==> src/rtl/i2c_pkg.sv <==
// Shared types and constants for the I2C target responder.
package i2c_pkg;

  typedef enum logic [2:0] {
    StIdle,
    StAddr,
    StAckAddr,
    StWrByte,
    StAckWr,
    StRdByte,
    StAckRd
  } i2c_state_t;

  typedef enum logic [1:0] {
    EvNone,
    EvStart,
    EvStop
  } bus_ev_t;

  localparam logic ACK  = 1'b0;
  localparam logic NACK = 1'b1;

  localparam int unsigned BYTES_PER_WORD = 2;

  // STOP wins if both are somehow flagged together.
  function automatic bus_ev_t bus_event(logic start_det, logic stop_det);
    if (stop_det) return EvStop;
    if (start_det) return EvStart;
    return EvNone;
  endfunction

endpackage

==> src/rtl/i2c_target_resp_if.sv <==
// I2C wire-level signals between a controller and the target responder.
interface i2c_target_resp_if;
  logic SCL;
  logic SDA_IN;
  logic SDA_OUT;
  logic SDA_OE;

  modport master (output SCL, output SDA_IN, input SDA_OUT, input SDA_OE);
  modport slave  (input SCL, input SDA_IN, output SDA_OUT, output SDA_OE);
endinterface

==> src/rtl/i2c_bus_sync.sv <==
// SCL/SDA synchronizers with edge, START and STOP detection.
module i2c_bus_sync #(
  parameter int unsigned SYNC_STAGES = 2
) (
  input  logic CLK,
  input  logic RESET,
  input  logic scl,
  input  logic sda,
  output logic scl_rise,
  output logic scl_fall,
  output logic start_det,
  output logic stop_det,
  output logic sda_s
);

  logic [SYNC_STAGES-1:0] scl_sync_q, sda_sync_q;
  logic                   scl_hist_q, sda_hist_q;
  logic                   scl_s;

  // Reset to the idle-bus level so release of reset never looks like an event.
  always_ff @(posedge CLK or negedge RESET) begin
    if (!RESET) begin
      scl_sync_q <= '1;
      sda_sync_q <= '1;
      scl_hist_q <= 1'b1;
      sda_hist_q <= 1'b1;
    end else begin
      scl_sync_q <= {scl_sync_q[SYNC_STAGES-2:0], scl};
      sda_sync_q <= {sda_sync_q[SYNC_STAGES-2:0], sda};
      scl_hist_q <= scl_sync_q[SYNC_STAGES-1];
      sda_hist_q <= sda_sync_q[SYNC_STAGES-1];
    end
  end

  assign scl_s     = scl_sync_q[SYNC_STAGES-1];
  assign sda_s     = sda_sync_q[SYNC_STAGES-1];
  assign scl_rise  = scl_s & ~scl_hist_q;
  assign scl_fall  = ~scl_s & scl_hist_q;
  assign start_det = scl_s & scl_hist_q & sda_hist_q & ~sda_s;
  assign stop_det  = scl_s & scl_hist_q & ~sda_hist_q & sda_s;

endmodule

==> src/rtl/i2c_target_resp.sv <==
// I2C target: 7-bit address match, 16-bit write/read word transfers.
// Define I2C_GENERAL_CALL_EN to also accept general-call (7'h00) writes.
module i2c_target_resp
  import i2c_pkg::*;
#(
  parameter int unsigned SYNC_STAGES  = 2,
  parameter logic [6:0]  TGT_ADDR_RST = 7'h00
) (
  input  logic               CLK,
  input  logic               RESET,
  i2c_target_resp_if.slave   bus,
  input  logic [6:0]         I2C_ADDR,
  input  logic [15:0]        RD_DATA,
  output logic [15:0]        WR_DATA,
  output logic               WR_STB,
  output logic               BUSY
);

  logic scl_rise, scl_fall, start_det, stop_det, sda_s;

  i2c_bus_sync #(
    .SYNC_STAGES (SYNC_STAGES)
  ) u_sync (
    .CLK       (CLK),
    .RESET     (RESET),
    .scl       (bus.SCL),
    .sda       (bus.SDA_IN),
    .scl_rise  (scl_rise),
    .scl_fall  (scl_fall),
    .start_det (start_det),
    .stop_det  (stop_det),
    .sda_s     (sda_s)
  );

  i2c_state_t  state_q, state_d;
  logic [3:0]  bit_cnt_q, bit_cnt_d;
  logic        byte_idx_q, byte_idx_d;
  logic        phase_q, phase_d;
  logic        rnw_q, rnw_d;
  logic [6:0]  addr_sh_q, addr_sh_d;
  logic [6:0]  tgt_addr_q, tgt_addr_d;
  logic [15:0] wr_shadow_q, wr_shadow_d;
  logic [15:0] rd_word_q, rd_word_d;
  logic [15:0] wr_data_q, wr_data_d;
  logic        wr_stb_q, wr_stb_d;
  logic        sda_oe_q, sda_oe_d;
  logic        sda_bit_q, sda_bit_d;
  logic        addr_hit, gc_hit;
  bus_ev_t     ev;

  always_comb begin
    addr_hit = (addr_sh_q == tgt_addr_q);
`ifdef I2C_GENERAL_CALL_EN
    gc_hit   = (addr_sh_q == 7'h00) && (sda_s == 1'b0);
`else
    gc_hit   = 1'b0;
`endif
  end

  assign ev = bus_event(start_det, stop_det);

  always_comb begin
    state_d     = state_q;
    bit_cnt_d   = bit_cnt_q;
    byte_idx_d  = byte_idx_q;
    phase_d     = phase_q;
    rnw_d       = rnw_q;
    addr_sh_d   = addr_sh_q;
    tgt_addr_d  = tgt_addr_q;
    wr_shadow_d = wr_shadow_q;
    rd_word_d   = rd_word_q;
    wr_data_d   = wr_data_q;
    wr_stb_d    = 1'b0;
    sda_oe_d    = sda_oe_q;
    sda_bit_d   = sda_bit_q;

    if (ev == EvStop) begin
      state_d    = StIdle;
      bit_cnt_d  = '0;
      byte_idx_d = 1'b0;
      phase_d    = 1'b0;
      sda_oe_d   = 1'b0;
      sda_bit_d  = NACK;
    end else if (ev == EvStart) begin
      state_d    = StAddr;
      bit_cnt_d  = '0;
      byte_idx_d = 1'b0;
      phase_d    = 1'b0;
      sda_oe_d   = 1'b0;
      sda_bit_d  = NACK;
      tgt_addr_d = I2C_ADDR;
    end else begin
      unique case (state_q)
        StIdle: ;
        StAddr: begin
          if (scl_rise) begin
            addr_sh_d = {addr_sh_q[5:0], sda_s};
            bit_cnt_d = bit_cnt_q + 4'd1;
            // 8th rise: addr_sh_q holds the address, sda_s is RNW.
            if (bit_cnt_q == 4'd7) begin
              bit_cnt_d = '0;
              rnw_d     = sda_s;
              state_d   = (addr_hit || gc_hit) ? StAckAddr : StIdle;
            end
          end
        end
        StAckAddr: begin
          if (scl_fall) begin
            if (!phase_q) begin
              phase_d   = 1'b1;
              sda_oe_d  = 1'b1;
              sda_bit_d = ACK;
            end else begin
              phase_d    = 1'b0;
              bit_cnt_d  = '0;
              byte_idx_d = 1'b0;
              if (rnw_q) begin
                rd_word_d = RD_DATA;
                sda_oe_d  = 1'b1;
                sda_bit_d = RD_DATA[15];
                state_d   = StRdByte;
              end else begin
                sda_oe_d  = 1'b0;
                sda_bit_d = NACK;
                state_d   = StWrByte;
              end
            end
          end
        end
        StWrByte: begin
          if (scl_rise) begin
            wr_shadow_d = {wr_shadow_q[14:0], sda_s};
            bit_cnt_d   = bit_cnt_q + 4'd1;
            if (bit_cnt_q == 4'd7) begin
              bit_cnt_d = '0;
              state_d   = StAckWr;
            end
          end
        end
        StAckWr: begin
          if (scl_fall) begin
            if (!phase_q) begin
              phase_d   = 1'b1;
              sda_oe_d  = 1'b1;
              sda_bit_d = ACK;
            end else begin
              phase_d   = 1'b0;
              sda_oe_d  = 1'b0;
              sda_bit_d = NACK;
              state_d   = StWrByte;
              if (byte_idx_q == 1'(BYTES_PER_WORD - 1)) begin
                wr_data_d  = wr_shadow_q;
                wr_stb_d   = 1'b1;
                byte_idx_d = 1'b0;
              end else begin
                byte_idx_d = 1'b1;
              end
            end
          end
        end
        StRdByte: begin
          if (scl_rise) begin
            bit_cnt_d = bit_cnt_q + 4'd1;
          end else if (scl_fall) begin
            if (bit_cnt_q == 4'd8) begin
              bit_cnt_d = '0;
              sda_oe_d  = 1'b0;
              sda_bit_d = NACK;
              state_d   = StAckRd;
            end else begin
              // Word bit index = 15 - (8*byte_idx + bits already sent).
              sda_oe_d  = 1'b1;
              sda_bit_d = rd_word_q[{~byte_idx_q, ~bit_cnt_q[2:0]}];
            end
          end
        end
        StAckRd: begin
          if (scl_rise) begin
            if (sda_s == ACK) begin
              byte_idx_d = ~byte_idx_q;
              state_d    = StRdByte;
            end else begin
              state_d = StIdle;
            end
          end
        end
        default: state_d = StIdle;
      endcase
    end
  end

  always_ff @(posedge CLK or negedge RESET) begin
    if (!RESET) begin
      state_q     <= StIdle;
      bit_cnt_q   <= '0;
      byte_idx_q  <= 1'b0;
      phase_q     <= 1'b0;
      rnw_q       <= 1'b0;
      addr_sh_q   <= '0;
      tgt_addr_q  <= TGT_ADDR_RST;
      wr_shadow_q <= '0;
      rd_word_q   <= '0;
      wr_data_q   <= '0;
      wr_stb_q    <= 1'b0;
      sda_oe_q    <= 1'b0;
      sda_bit_q   <= NACK;
    end else begin
      state_q     <= state_d;
      bit_cnt_q   <= bit_cnt_d;
      byte_idx_q  <= byte_idx_d;
      phase_q     <= phase_d;
      rnw_q       <= rnw_d;
      addr_sh_q   <= addr_sh_d;
      tgt_addr_q  <= tgt_addr_d;
      wr_shadow_q <= wr_shadow_d;
      rd_word_q   <= rd_word_d;
      wr_data_q   <= wr_data_d;
      wr_stb_q    <= wr_stb_d;
      sda_oe_q    <= sda_oe_d;
      sda_bit_q   <= sda_bit_d;
    end
  end

  assign bus.SDA_OE  = sda_oe_q;
  assign bus.SDA_OUT = sda_oe_q ? sda_bit_q : 1'b1;
  assign WR_DATA     = wr_data_q;
  assign WR_STB      = wr_stb_q;
  assign BUSY        = (state_q != StIdle);

endmodule
==> src/flat_wrapper.sv <==
// flat-port wrapper written by rule: the top's interface ports become plain ports
module i2c_target_resp_flat import i2c_pkg::*;
#(
  parameter int unsigned SYNC_STAGES  = 2,
  parameter logic [6:0]  TGT_ADDR_RST = 7'h00
)
  (CLK, RESET, I2C_ADDR, RD_DATA, WR_DATA, WR_STB, BUSY, bus_SCL, bus_SDA_IN, bus_SDA_OUT, bus_SDA_OE);
  i2c_target_resp_if bus_i ();
  input  logic CLK;
  input  logic RESET;
  input  logic [6:0] I2C_ADDR;
  input  logic [15:0] RD_DATA;
  output logic [15:0] WR_DATA;
  output logic WR_STB;
  output logic BUSY;
  input wire logic [$bits(bus_i.SCL)-1:0] bus_SCL;
  input wire logic [$bits(bus_i.SDA_IN)-1:0] bus_SDA_IN;
  output wire logic [$bits(bus_i.SDA_OUT)-1:0] bus_SDA_OUT;
  output wire logic [$bits(bus_i.SDA_OE)-1:0] bus_SDA_OE;
  assign bus_i.SCL = bus_SCL;
  assign bus_i.SDA_IN = bus_SDA_IN;
  assign bus_SDA_OUT = bus_i.SDA_OUT;
  assign bus_SDA_OE = bus_i.SDA_OE;
  i2c_target_resp #(.SYNC_STAGES(SYNC_STAGES), .TGT_ADDR_RST(TGT_ADDR_RST)) u_core (.CLK(CLK), .RESET(RESET), .bus(bus_i), .I2C_ADDR(I2C_ADDR), .RD_DATA(RD_DATA), .WR_DATA(WR_DATA), .WR_STB(WR_STB), .BUSY(BUSY));
endmodule
==> config.mk <==
export PLATFORM = sky130hd
export DESIGN_NAME = i2c_target_resp_flat
export DESIGN_NICKNAME = d
export VERILOG_FILES = /design/src/rtl/i2c_pkg.sv /design/src/rtl/i2c_target_resp_if.sv /design/src/rtl/i2c_bus_sync.sv /design/src/rtl/i2c_target_resp.sv /design/src/flat_wrapper.sv
export SDC_FILE = /design/constraint.sdc
export NUM_CORES = 1
export LEC_CHECK = 0
export ABC_AREA = 1
export BUFFER_PORTS_ARGS = -buffer_cell sky130_fd_sc_hd__buf_2
export CORE_UTILIZATION = 45
export CTS_CLUSTER_SIZE = 20
export DETAILED_ROUTE_END_ITERATION = 6
export SLEW_MARGIN = 5
export SYNTH_ARGS = -nofsm -noshare
export SYNTH_HDL_FRONTEND = slang
export SYNTH_HIERARCHICAL = 1
export SYNTH_SLANG_ARGS = --single-unit
==> constraint.sdc <==
create_clock -name CLK -period 4.4 [get_ports CLK]
set_input_delay 0.22 -clock CLK [delete_from_list [all_inputs] [get_ports CLK]]
set_output_delay 0.22 -clock CLK [all_outputs]
set_load 0.01 [all_outputs]
* After elaboration in Yosys (flattened, before gate mapping)
Index checks and enable logic that the tools add are counted.
W data, S select, Z words.
** Word-level totals
- Word-level logic and storage cells :: 161
- Input port bits :: 27
- Output and inout bits :: 20
- Bits in registers :: 81
** Cells by class
- Equality and inequality tests :: 28
- Reduce and logical (&&, ||, !) cells :: 20
- Add/subtract/negate cells :: 1
- Bitwise logic cells :: 15
- Mux-type cells :: 79
- Order comparisons :: 1
** Operators by type and width (count)
- $mux W3 :: 16
- $ne A4 B1 Y1 const B :: 12
- $mux W1 :: 43
- $mux W4 :: 9
- $pmux W3 S7 :: 1
- $reduce_and A6 Y1 :: 3
- $reduce_bool A5 Y1 :: 3
- $reduce_and A13 Y1 :: 1
- $pmux W4 S3 :: 1
- $mux W2 :: 5
- $ne A5 B1 Y1 const B :: 2
- $reduce_and A5 Y1 :: 2
- $eq A3 B3 Y1 const B :: 3
- $pmux W1 S3 :: 3
- $reduce_bool A3 Y1 :: 3
- $reduce_and A4 Y1 :: 2
- $and A1 B1 Y1 :: 7
- $eq A7 B7 Y1 :: 1
- $not A1 Y1 :: 7
- $reduce_and A7 Y1 :: 1
- $eq A3 B2 Y1 const B :: 2
- $lt A4 B5 Y1 const B :: 1
- $add A4 B1 Y4 const B :: 1
- $bmux W1 S4 :: 1
- 12 further kinds :: 14

* Longest topological paths before layout
- Word-level depth :: 10
- Gate-level depth with buffers :: 13
- Gate-level depth less buffers :: 13

* Cells and area by module
Netlist, hierarchy kept.
** By module, submodules not included
- i2c_target_resp :: sequential area each 1878.1 um^2, times used 1, cells an instance 431, area each 3672.3 um^2
- i2c_bus_sync :: sequential area each 157.7 um^2, times used 1, cells an instance 17, area each 198.9 um^2

* Worst setup path before layout
No wires, ideal clock.
- Path type :: register -> register
- Start point :: reg u_core.u_sync.sda_sync_q[1]
- End point :: reg u_core.rd_word_q[10]
- Buffers on the path :: 2
- Data required time :: 4.281 ns
- Library setup time :: 0.119 ns
- Data arrival time :: 1.651 ns
- Cell stages (with the launch flop) :: 11
- Path slack :: 2.630 ns
- Period minus slack after synthesis :: 1.770 ns
- Cell sequence :: dfstp_2 > inv_1 > nand2_1 > nor2_1 > inv_1 > nand2_1 > or3_1 > buf_6 > buf_6 > nor2_2 > a21oi_2
** Between the ends
- Cells in the longest elaborated chain, start to end :: 9
- Elaborated cells between the ends (all ways) :: 14
- Classes of those cells :: eq/ne (2); mux (6); bitwise (5); reduce/logical (1)
** Ends and longest elaborated chain
- from (decl) :: line i2c_bus_sync.sv:16 : logic [SYNC_STAGES-1:0] scl_sync_q, sda_sync_q;
- from (signal assigned) :: line i2c_bus_sync.sv:29 : sda_sync_q <= {sda_sync_q[SYNC_STAGES-2:0], sda};
- $not A1 Y1 *
- $and A1 B1 Y1 * :: line i2c_bus_sync.sv:39 : assign start_det = scl_s & scl_hist_q & sda_hist_q & ~sda_s;
- via u_core.start_det :: line i2c_target_resp.sv:19 : logic scl_rise, scl_fall, start_det, stop_det, sda_s;
- $mux W1 (2 in series) :: line i2c_pkg.sv:28 : if (start_det) return EvStart;
- $mux W2 * :: line i2c_pkg.sv:29 : return EvNone;
- $mux W2 * :: line i2c_pkg.sv:28
- $eq A2 B2 Y1 / $eq A2 B1 Y1 (equally long branches) :: line i2c_target_resp.sv:77, i2c_target_resp.sv:84
- $not A1 Y1 (no source line)
- $reduce_and A6 Y1 (no source line) *
- to (signal assigned) :: line i2c_target_resp.sv:216 : rd_word_q <= rd_word_d;
- to (decl) :: line i2c_target_resp.sv:43 : logic [15:0] rd_word_q, rd_word_d;
Mark *: on every way through the listed nets, which the timed path passes. The rest lies on a longest branch. The select of a mux whose other input is x is not followed.
A chain may end at the register's enable or synchronous reset.

* Worst setup path in the final report
- Start point :: reg u_core.u_sync.sda_hist_q
- End point :: reg u_core.wr_shadow_q[10]
** Between the ends
- Elaborated cells between the ends (all ways) :: 16
- Classes of those cells :: eq/ne (2); mux (6); bitwise (7); reduce/logical (1)
** RTL lines
- from (decl) :: line i2c_bus_sync.sv:17 : logic scl_hist_q, sda_hist_q;
- from (signal assigned) :: line i2c_bus_sync.sv:31 : sda_hist_q <= sda_sync_q[SYNC_STAGES-1];
- $not A1 Y1 * :: line i2c_bus_sync.sv:40 : assign stop_det = scl_s & scl_hist_q & ~sda_hist_q & sda_s;
- $and A1 B1 Y1 * (2 in series) :: line i2c_bus_sync.sv:40
- via u_core.stop_det :: line i2c_target_resp.sv:19
- $mux W1 * :: line i2c_pkg.sv:27 : if (stop_det) return EvStop;
- $mux W2 * :: line i2c_pkg.sv:28
- $eq A2 B2 Y1 / $eq A2 B1 Y1 (equally long branches) :: line i2c_target_resp.sv:77, i2c_target_resp.sv:84
- $not A1 Y1 (no source line)
- $reduce_and A4 Y1 (no source line) *
- to (signal assigned) :: line i2c_target_resp.sv:215 : wr_shadow_q <= wr_shadow_d;
- to (decl) :: line i2c_target_resp.sv:42 : logic [15:0] wr_shadow_q, wr_shadow_d;
Marked as above.

==> run summary <==
status: complete, but fails checks
failing checks: hold timing
initial antenna violation count: 0
Die X-Extent: 94.8 um
post-CTS setup buffer count: 0
Max rail drop VDD: 0.145 mV
routed wire length: 7550 um
Synth Area in Simple Gates: 0.236
critical path type: reg2reg
row count: 33
largest net degree at the start of global routing: 82
Synth Area in Adders: 0.00646
core area: 0.00826 mm2
die area: 0.00898 mm2
Hold Crit Class: in2async
final core occ: 0.531
critical path endpoint category: flip-flop
Compound-Gate Fraction of Synth Area: 0.104
Clk Latency, worst-skew pair: 360 ps
DR iter-0 viols: 166
pwr dens: 364 mW/mm2
Final HPWL DP: 5190 um
Clock Skews: 11.6 ps
Hold Slack: -3.82 ps
Flop pwr share: 0.511
ANT cells: 0
Yosys top cell area share: 0.478
PortBufs: 46
Boundary Pins: 47
clock network power share: 0.389
first-pass GRT wire length: 12,800 um
clk root buf: clkbuf_8
filler cell count: 798
CP required: 4640 ps
Sw Pwr: 0.401 mW
Mean Syn Cell Area: 8.64 um2
CTS Buf Count: 9
final setup fails: 0
leading area contributor after synthesis: dfrtp_1
Die Ht: 94.8 um
setup tns final: 0 ps
CTS HTree Levels: 3
mux share of post-synthesis cell area: 0.0204
crit path time final: 2570 ps
Worst Tran Pin Value: 1050 ps
GR Util All Layers: 0.187
Final Cycle Share: 0.583
Final Slew Violations: 0
clock-pin slew on the worst setup and hold paths: 90 ps
unrepaired setup endpoints after global routing: false
CTS Sinks: 81
Mapped Nets: 477
Unique masters post-synth: 34
top cells by area, synth: dfrtp_1 48%, nand2_1 10%, inv_1 5.3%
Worst EP arrival: 2810 ps
sequential area share after synthesis: 0.526
Max Cap Viol: 0
synthesized flop and latch total: 81
1st-pass router iterations: 4
Comb power frac: 0.100
area grow syn2layout: 13.3%
post-synthesis xor/xnor area fraction: 0.0204
gp weighted congestion: 0.907
Relative slew margins: 0.296
Sw Ratio: 0.251
CTS tree: built
vias in the first global route: 2,796
vias per inst: 4.89
yosys warns: 6
Max Clk Rate: 390 MHz
Crit Path Max Fanout: 32
cell-internal power: 1.20 mW
DRC Markers: 0
ratio of cells with drive above 1 in the final layout: 0.226
largest family of logic cells by synthesized area: simple AND/OR/NAND/NOR gates
Initial Util: 0.469
largest buffer count on any clock path: 2
Leak Pwr: 2.16 nW
DR vias: 2,952
WL/cell: 12.5 um
Cell Area, Synth: 0.00387 mm2
Congestion Overflow GR: 0
Mapped Cells: 448
post-route ant nets: 0
Hold Violations, Final: 2
CP startpoint kind: flip-flop
fin nets: 523
critical path, cell delays in order, from the launching register on:
cell     delay (ps)
dfstp_2         530
inv_1            30
nand2_1          50
nor2_1           60
inv_1           120
nand2_1         170
nor2_1          170
nand4_1         820
o21ai_0         480
state kept, by name, summed over array words and instances (netlist names):
signal / flops
u_core/bit_cnt_q: 4
u_core/byte_idx_q: 1
u_core/u_sync/scl_sync_q: 2
u_core/bus.SDA_OE: 1
u_core/WR_STB: 1
u_core/sda_bit_q: 1
u_core/addr_sh_q: 7
u_core/u_sync/sda_hist_q: 1
u_core/phase_q: 1
u_core/rnw_q: 1
u_core/u_sync/sda_sync_q: 2
u_core/WR_DATA: 16
u_core/state_q: 3
u_core/rd_word_q: 16
u_core/tgt_addr_q: 7
u_core/u_sync/scl_hist_q: 1
u_core/wr_shadow_q: 16
per-layer routing:
layer,vias up,global-route usage,wire [um]
li1,1507,-,-
met1,1364,0.240,3600
met2,70,0.302,3520
met3,11,0.0483,315
met4,0,0.0694,111
met5,-,0,0
through the flow:
stage / power, mW / area [um2] / std cells / setup WS, ps
after detailed placement: 0.992 / 4140 / 586 / 1840
after floorplan: 0.931 / 3870 / 448 / 2630
after CTS: 1.62 / 4390 / 604 / 1820
after global routing: 1.68 / 4390 / 604 / 1480
final: 1.60 / 4390 / 604 / 1830
after global placement: 0.990 / 4140 / 586 / 2000
synth_stat cells, drive strengths merged:
| cell | instances |
|---|---|
| dfstp | 7 |
| o21ai | 29 |
| inv | 58 |
| clkinv | 1 |
| nor4 | 1 |
| xor2 | 2 |
| or3 | 1 |
| or2 | 1 |
| nand2 | 106 |
| clkbuf | 6 |
| mux2 | 7 |
| nand4 | 5 |
| ha | 2 |
| a21oi | 34 |
| nor2 | 59 |
| o211ai | 1 |
| o31ai | 1 |
| xnor2 | 7 |
| nand3 | 33 |
| dfrtp | 74 |
| buf | 9 |
| nor3 | 2 |
| o22ai | 1 |
| a211oi | 1 |
cell usage in the layout (no fill, tap or decap), types with 2 or more instances in the layout:
cell / Yosys / final
bufinv_16: 0 / 2
inv_1: 55 / 55
o21ai_0: 27 / 27
nor3_1: 2 / 2
nand4_1: 5 / 5
dlygate4sd3_1: 0 / 2
a21oi_1: 20 / 20
inv_6: 0 / 2
dfstp_2: 7 / 7
nand3_1: 32 / 32
buf_4: 2 / 3
nor2_1: 46 / 46
dfrtp_1: 74 / 74
mux2_2: 7 / 7
xnor2_1: 7 / 7
clkbuf_8: 0 / 10
nand2_1: 105 / 105
xor2_1: 2 / 2
ha_1: 2 / 2
nor2_2: 12 / 12
a21oi_2: 14 / 14
o21ai_2: 2 / 2
buf_2: 1 / 45
inv_4: 2 / 2
path summary, 6_finish.rpt:
path / cells past startpoint / slack [ps] / startpoint / end
setup / recovery: 8 / 1830 / u_core/u_sync/sda_hist_q$_DFF_PN1_ / u_core/wr_shadow_q[10]$_DFFE_PN0P_
hold reg to reg: 0 / 360 / u_core/u_sync/sda_sync_q[0]$_DFF_PN1_ / u_core/u_sync/sda_sync_q[1]$_DFF_PN1_
hold / removal: 1 / -4 / RESET / u_core/rd_word_q[12]$_DFFE_PN0P_
max in group asynchronous: 1 / 3750 / RESET / u_core/tgt_addr_q[1]$_DFFE_PN0P_
setup reg to reg: 8 / 1830 / u_core/u_sync/sda_hist_q$_DFF_PN1_ / u_core/wr_shadow_q[10]$_DFFE_PN0P_
min in group CLK: 2 / 90 / I2C_ADDR[4] / u_core/tgt_addr_q[4]$_DFFE_PN0P_
timing repair:
action / in CTS / in global routing
gates resized for setup: 0 / 0
hold buffers: 2 / 0
hold endpoints to repair: 2 / 0
logic make-up after synthesis:
logic type	after synthesis
AO/OA/AOI/OAI	67
XOR/XNOR	9
adder cells (fa/ha/maj)	2
buffers and inverters	74
flip-flops	81
multiplexers	7
AND/OR/NAND/NOR	208
layout make-up:
| type | instances | area (um2) | share of cell area |
|---|---|---|---|
| inverters | 59 | 226 | 0.0516 |
| well taps | 105 | 131 | 0.0299 |
| clock inverters | 5 | 85.1 | 0.0194 |
| flip-flops and latches | 81 | 2040 | 0.464 |
| multi-input cells | 293 | 1500 | 0.342 |
| clock buffers | 11 | 141 | 0.0322 |
| repair buffers | 50 | 268 | 0.0610 |
power by group through the flow:
stage / clock, mW / combinational (mW) / sequential [mW]
finish: 0.622 / 0.159 / 0.817
global route: 0.674 / 0.181 / 0.823
CTS: 0.640 / 0.161 / 0.818
detailed placement: 0 / 0.159 / 0.833
global placement: 0 / 0.158 / 0.832
floorplan: 0 / 0.104 / 0.827
No activity file was read; power rests on OpenSTA's default activity.
